`src/rtl/instruction_fetch_stage_pkg.sv`:
```
// Shared processor definitions: opcodes, NOP word, fetch FSM states
// and a small opcode classifier used by fetch and dependency check.
package instruction_fetch_stage_pkg;

  localparam logic [5:0]  OP_LD         = 6'b010100;
  localparam logic [5:0]  OP_ST         = 6'b010101;
  localparam logic [5:0]  OP_JMP        = 6'b011000;
  localparam logic [3:0]  COND_J_PREFIX = 4'b0111;
  localparam logic [31:0] NOP           = 32'h0000_0000;

  typedef enum logic {
    RUN     = 1'b0,
    LD_HOLD = 1'b1
  } fetch_state_t;

  typedef enum logic [2:0] {
    OPC_OTHER,
    OPC_LD,
    OPC_ST,
    OPC_JMP,
    OPC_COND_J
  } opc_t;

  function automatic opc_t decode(input logic [31:0] word);
    opc_t r;
    r = OPC_OTHER;
    unique case (1'b1)
      (word[31:26] == OP_LD):         r = OPC_LD;
      (word[31:26] == OP_ST):         r = OPC_ST;
      (word[31:26] == OP_JMP):        r = OPC_JMP;
      (word[31:28] == COND_J_PREFIX): r = OPC_COND_J;
      default:                        r = OPC_OTHER;
    endcase
    return r;
  endfunction

endpackage

```
`src/rtl/instruction_fetch_stage_program_counter.sv`:
```
// Program counter register: load beats hold, hold beats increment;
// increment wraps naturally at the register width.
module program_counter
  import instruction_fetch_stage_pkg::*;
#(
  parameter int              ADDR_W   = 16,
  parameter logic [ADDR_W-1:0] RESET_PC = '0
) (
  input  logic              clk,
  input  logic              reset,
  input  logic              hold,
  input  logic              load,
  input  logic [ADDR_W-1:0] target,
  output logic [ADDR_W-1:0] pc
);

  always_ff @(posedge clk or posedge reset) begin
    if (reset) begin
      pc <= RESET_PC;
    end else if (load) begin
      pc <= target;
    end else if (!hold) begin
      pc <= pc + ADDR_W'(1);
    end
  end

endmodule

```
`src/rtl/instruction_fetch_stage.sv`:
```
// Fetch stage: PC, instruction register and the RUN/LD_HOLD FSM that
// presents each load twice and squashes the slot after a jump.
module instruction_fetch_stage
  import instruction_fetch_stage_pkg::*;
#(
  parameter int              ADDR_W   = 16,
  parameter logic [ADDR_W-1:0] RESET_PC = '0
) (
  input  logic              clk,
  input  logic              reset,
  output logic [ADDR_W-1:0] imem_addr,
  input  logic [31:0]       imem_rdata,
  input  logic              stall,
  input  logic              cond_taken,
  input  logic [ADDR_W-1:0] cond_target,
  output logic [31:0]       ins,
  output logic [ADDR_W-1:0] pc_ir,
  output logic              ld_hold
);

  fetch_state_t      state;
  fetch_state_t      state_d;
  logic [31:0]       ins_d;
  logic [ADDR_W-1:0] pc;
  logic [ADDR_W-1:0] pc_ir_d;
  logic [ADDR_W-1:0] pc_target;
  logic              pc_hold;
  logic              pc_load;
  opc_t              opc;

  assign opc       = decode(ins);
  assign imem_addr = pc;
  assign ld_hold   = (state == LD_HOLD);

  program_counter #(
    .ADDR_W   (ADDR_W),
    .RESET_PC (RESET_PC)
  ) u_pc (
    .clk    (clk),
    .reset  (reset),
    .hold   (pc_hold),
    .load   (pc_load),
    .target (pc_target),
    .pc     (pc)
  );

  // Priority: redirect > stall > leave hold > jump > load > fetch
  always_comb begin
    state_d   = state;
    ins_d     = ins;
    pc_ir_d   = pc_ir;
    pc_hold   = 1'b1;
    pc_load   = 1'b0;
    pc_target = cond_target;
    if (cond_taken) begin
      state_d = RUN;
      ins_d   = NOP;
      pc_ir_d = pc;
      pc_load = 1'b1;
    end else if (stall) begin
      state_d = state;
    end else if (state == LD_HOLD) begin
      state_d = RUN;
      ins_d   = imem_rdata;
      pc_ir_d = pc;
      pc_hold = 1'b0;
    end else if (opc == OPC_JMP) begin
      ins_d     = NOP;
      pc_ir_d   = pc;
      pc_load   = 1'b1;
      pc_target = ins[ADDR_W-1:0];
    end else if (opc == OPC_LD) begin
      state_d = LD_HOLD;
    end else begin
      ins_d   = imem_rdata;
      pc_ir_d = pc;
      pc_hold = 1'b0;
    end
  end

  always_ff @(posedge clk or posedge reset) begin
    if (reset) begin
      state <= RUN;
      ins   <= NOP;
      pc_ir <= '0;
    end else begin
      state <= state_d;
      ins   <= ins_d;
      pc_ir <= pc_ir_d;
    end
  end

endmodule

```
`config.mk`:
```
export PLATFORM = sky130hd
export DESIGN_NAME = instruction_fetch_stage
export DESIGN_NICKNAME = d
export VERILOG_FILES = /design/src/rtl/instruction_fetch_stage_pkg.sv /design/src/rtl/instruction_fetch_stage_program_counter.sv /design/src/rtl/instruction_fetch_stage.sv
export SDC_FILE = /design/constraint.sdc
export NUM_CORES = 1
export LEC_CHECK = 0
export ABC_AREA = 1
export ABC_CLOCK_PERIOD_IN_PS = 3690
export CORE_MARGIN = 5
export CORE_UTILIZATION = 46
export CTS_CLUSTER_SIZE = 20
export DETAILED_ROUTE_END_ITERATION = 10
export DONT_BUFFER_PORTS = 1
export PLACE_DENSITY = 0.65
export RECOVER_POWER = 100
export SYNTH_ARGS = -nofsm -noshare
export SYNTH_HDL_FRONTEND = slang
export SYNTH_HIERARCHICAL = 1
export SYNTH_SLANG_ARGS = --single-unit
```
`constraint.sdc`:
```
create_clock -name clk -period 3.69 [get_ports clk]
set_clock_uncertainty 0.05 [all_clocks]
set_input_delay 0.738 -clock clk [delete_from_list [all_inputs] [get_ports clk]]
set_output_delay 0.738 -clock clk [all_outputs]
set_load 0.02 [all_outputs]
```
==> results.md <==
* Status: finished with violations
* Failing checks: max-capacitance violations, max-slew violations
* Sw Pwr at 0.542 mW
* Cell count after placement at 540
* Core area at 7250 um^2
* Top-area cell type share of the netlist area at 0.474
* Portion of netlist area occupied by mux cells at 0.00292
* Routability congestion estimate at 0.846
* DRC Markers at 0
* Skew-Pair Late Insertion Delay at approximately 340 ps
* Post-synth EDFFs at 0
* CTS tree: built
* Mapped Area at roughly 3400 um^2
* Final setup margin at 883 ps
* PwrDens at around 470 nW/um^2
* Yosys reg bits at 65
* Internal power at 1.17 mW
* Rows at 31
* Setup Slack @ Placement at 1290 ps
* Fraction of registers with async set/reset at 1.00
* Syn nets at 512
* Clock transition at the registers of the reported paths at 70 ps
* Post-synth top area cell: dfrtp_1
* Tot Pwr at 1.71 mW
* CTS Buf Count at 9
* VDD IR max at 271 uV
* Final HPWL DP at 6480 um
* Fin Setup TNS at 0 ps
* Worst-margin pin slew at roughly 1900 ps
* Port Buf Inserts at 0
* Endpoints failing setup at 0
* Max Clk Rate at approximately 360 MHz
* DRT iter0 DRCs at 109
* Largest net degree at the start of global routing at 50
* Period utilization at 0.761
* Post-CTS setup buffers at 0
* First-pass GRT wire length at 14500 um
* Max-slew headroom at -0.263
* CTS Root Cell: clkbuf_8
* Die ar. at 9280 um^2
* Initial antenna violation count at 0
* Switching share of power at 0.317
* Chip Height at approximately 96 um
* Post-synth cell types at 28
* Final #Nets at 505
* Hold bufs inserted after CTS at 0
* RSZ-0062 raised after global routing: false
* Worst Path Required at 3850 ps
* Cells after synthesis at 459
* Clock Tree Buf Depth at 2
* Max Cap Viol at 1
* Critical Path Start Type: register
* CP Data Arrival Time at 2960 ps
* Critical path capture point type: register
* Layout cell share with drive strength beyond 1 at 0.0700
* Syn Area/Cell at roughly 7.5 um^2
* Worst-path maximum fanout at 17
* Synth Area in Simple Gates at 0.397
* Largest family of logic cells by synthesized area: simple AND/OR/NAND/NOR gates
* Drt wl/cell at 15.9 um
* Hold_ws at 333 ps
* Seq/Total Area, Yosys at 0.474
* Logic pwr share at 0.104
* Ports at 117
* # clock sinks at between 60 and 70
* Lkg Pwr at 1.93 nW
* GRT Total Usage at 0.206
* Final Max Slew Viols at 50
* Die Wd at 96.3 um
* Total grt overflow at 0
* Post-route design area at 3620 um^2
* Vias in the first global route at 2846
* Sequential Power Share at 0.547
* Initial Util at 0.473
* Synth Flop Type: dfrtp_1
* Post-cts repair resize count at 0
* HP Class: input port to asynchronous set/reset pin
* Final count of hold timing violations at 0
* Tmin final at 2810 ps
* Total number of vias at 2902
* CP Class: register to register
* Core Util, Final at 0.499
* Placed instance area at ~3500 um^2
* Synth Area in Compound Gates at 0.0299
* Final antenna-violating net count at 0
* Synth Warn # at 6
* Top cells by area, synth: dfrtp_1 47%, nand2_1 20%, nand3_1 10%, inv_1 4.1%, nand4_1 3.3%
* DR pass1 iterations at 4
* Post-DR vias/cell at 5.22
* # fillers at 763
* H-tree depth at 3
* Final WL at 8860 um
* Area Growth Syn to Fin at 5.55%
* Adder-cell area share of the yosys netlist at 0.00365
* Ant diodes at 0
* Clk pwr share at 0.349
* Final cell count without fillers at 556
* Post-Synth XOR/XNOR Area at 0.0128
path summary, 6_finish.rpt:
check / slack [ps] / end / start / cells past startpoint
worst min-delay path: 330 / u_pc/pc[1] / reset / 1
worst min register to register: 570 / pc_ir[10] / pc_ir[10] / 2
max in group asynchronous: 1630 / ins[16] / reset / 1
worst max register to register: 880 / u_pc/pc[0] / ins[30] / 12
worst max-delay path: 880 / u_pc/pc[0] / ins[30] / 12
min in group clk: 490 / ins[26] / imem_rdata[26] / 2
registers in the layout, indices dropped and copies added, names as in the netlist:
register / count
ld_hold: 1
pc_ir: 16
u_pc/pc: 16
ins: 32
layout by cell type (no fill, tap or decap), drive strengths merged, types with 3 or more instances in the layout:
| cell | instances |
|---|---|
| nand3 | 72 |
| clkinv | 3 |
| clkbuf | 13 |
| nand2 | 193 |
| xor2 | 4 |
| nor2 | 22 |
| o21ai | 14 |
| nand4 | 19 |
| dfrtp | 65 |
| inv | 40 |
| buf | 3 |
power groups by stage:
stage	clock network, mW	registers, mW	logic [mW]
final	0.595	0.934	0.178
after global routing	0.639	0.946	0.213
after CTS	0.610	0.936	0.184
after detailed placement	0	0.949	0.183
after global placement	0	0.947	0.179
after floorplan	0	0.922	0.156
layer usage:
layer	vias up	GRT usage	wire length (um)
met2	114	0.304	3940
met3	11	0.0727	962
met5	-	0	0
met4	0	0.0794	137
li1	1455	-	-
met1	1322	0.276	3820
worst max-delay path, stage by stage (launching register included):
cell and delay [ps]:
dfrtp_1 510, inv_1 90, nor2_2 110, nand2_1 60, nor2_1 710, nand2_1 90
o21ai_0 180, buf_4 230, inv_2 90, nand2_1 220, inv_1 170, nand2_1 90
o211ai_1 80
Yosys cell counts (2+ instances only):
cell type / count
a21oi_1: 2
inv_2: 3
nand4_1: 18
nand2_2: 6
o211ai_1: 2
buf_6: 3
clkbuf_1: 4
buf_1: 2
dfrtp_1: 65
inv_1: 37
buf_2: 11
nand3_1: 69
o21ai_1: 5
o21ai_0: 9
nor2_2: 6
nor2_4: 2
nand2_1: 187
xor2_1: 4
nor2_1: 14
nand3_2: 2
layout make-up:
class,count,area (um^2),area share
Sequential cell,65,1630,0.450
Multi-Input combinational cell,332,1500,0.415
Inverter,41,154,0.0425
Tap cell,99,124,0.0342
Clock buffer,13,149,0.0411
Clock inverter,3,40.0,0.0111
Timing Repair Buffer,3,22.5,0.00622
cells by family (layout without fill, tap and decap cells):
family	after synthesis	in the layout
mux	1	1
compound gates	19	19
fa+ha+maj	1	1
xor+xnor	5	5
flops	65	65
simple gates	306	306
buf+inv	62	60
No activity file was read; power rests on OpenSTA's default activity.
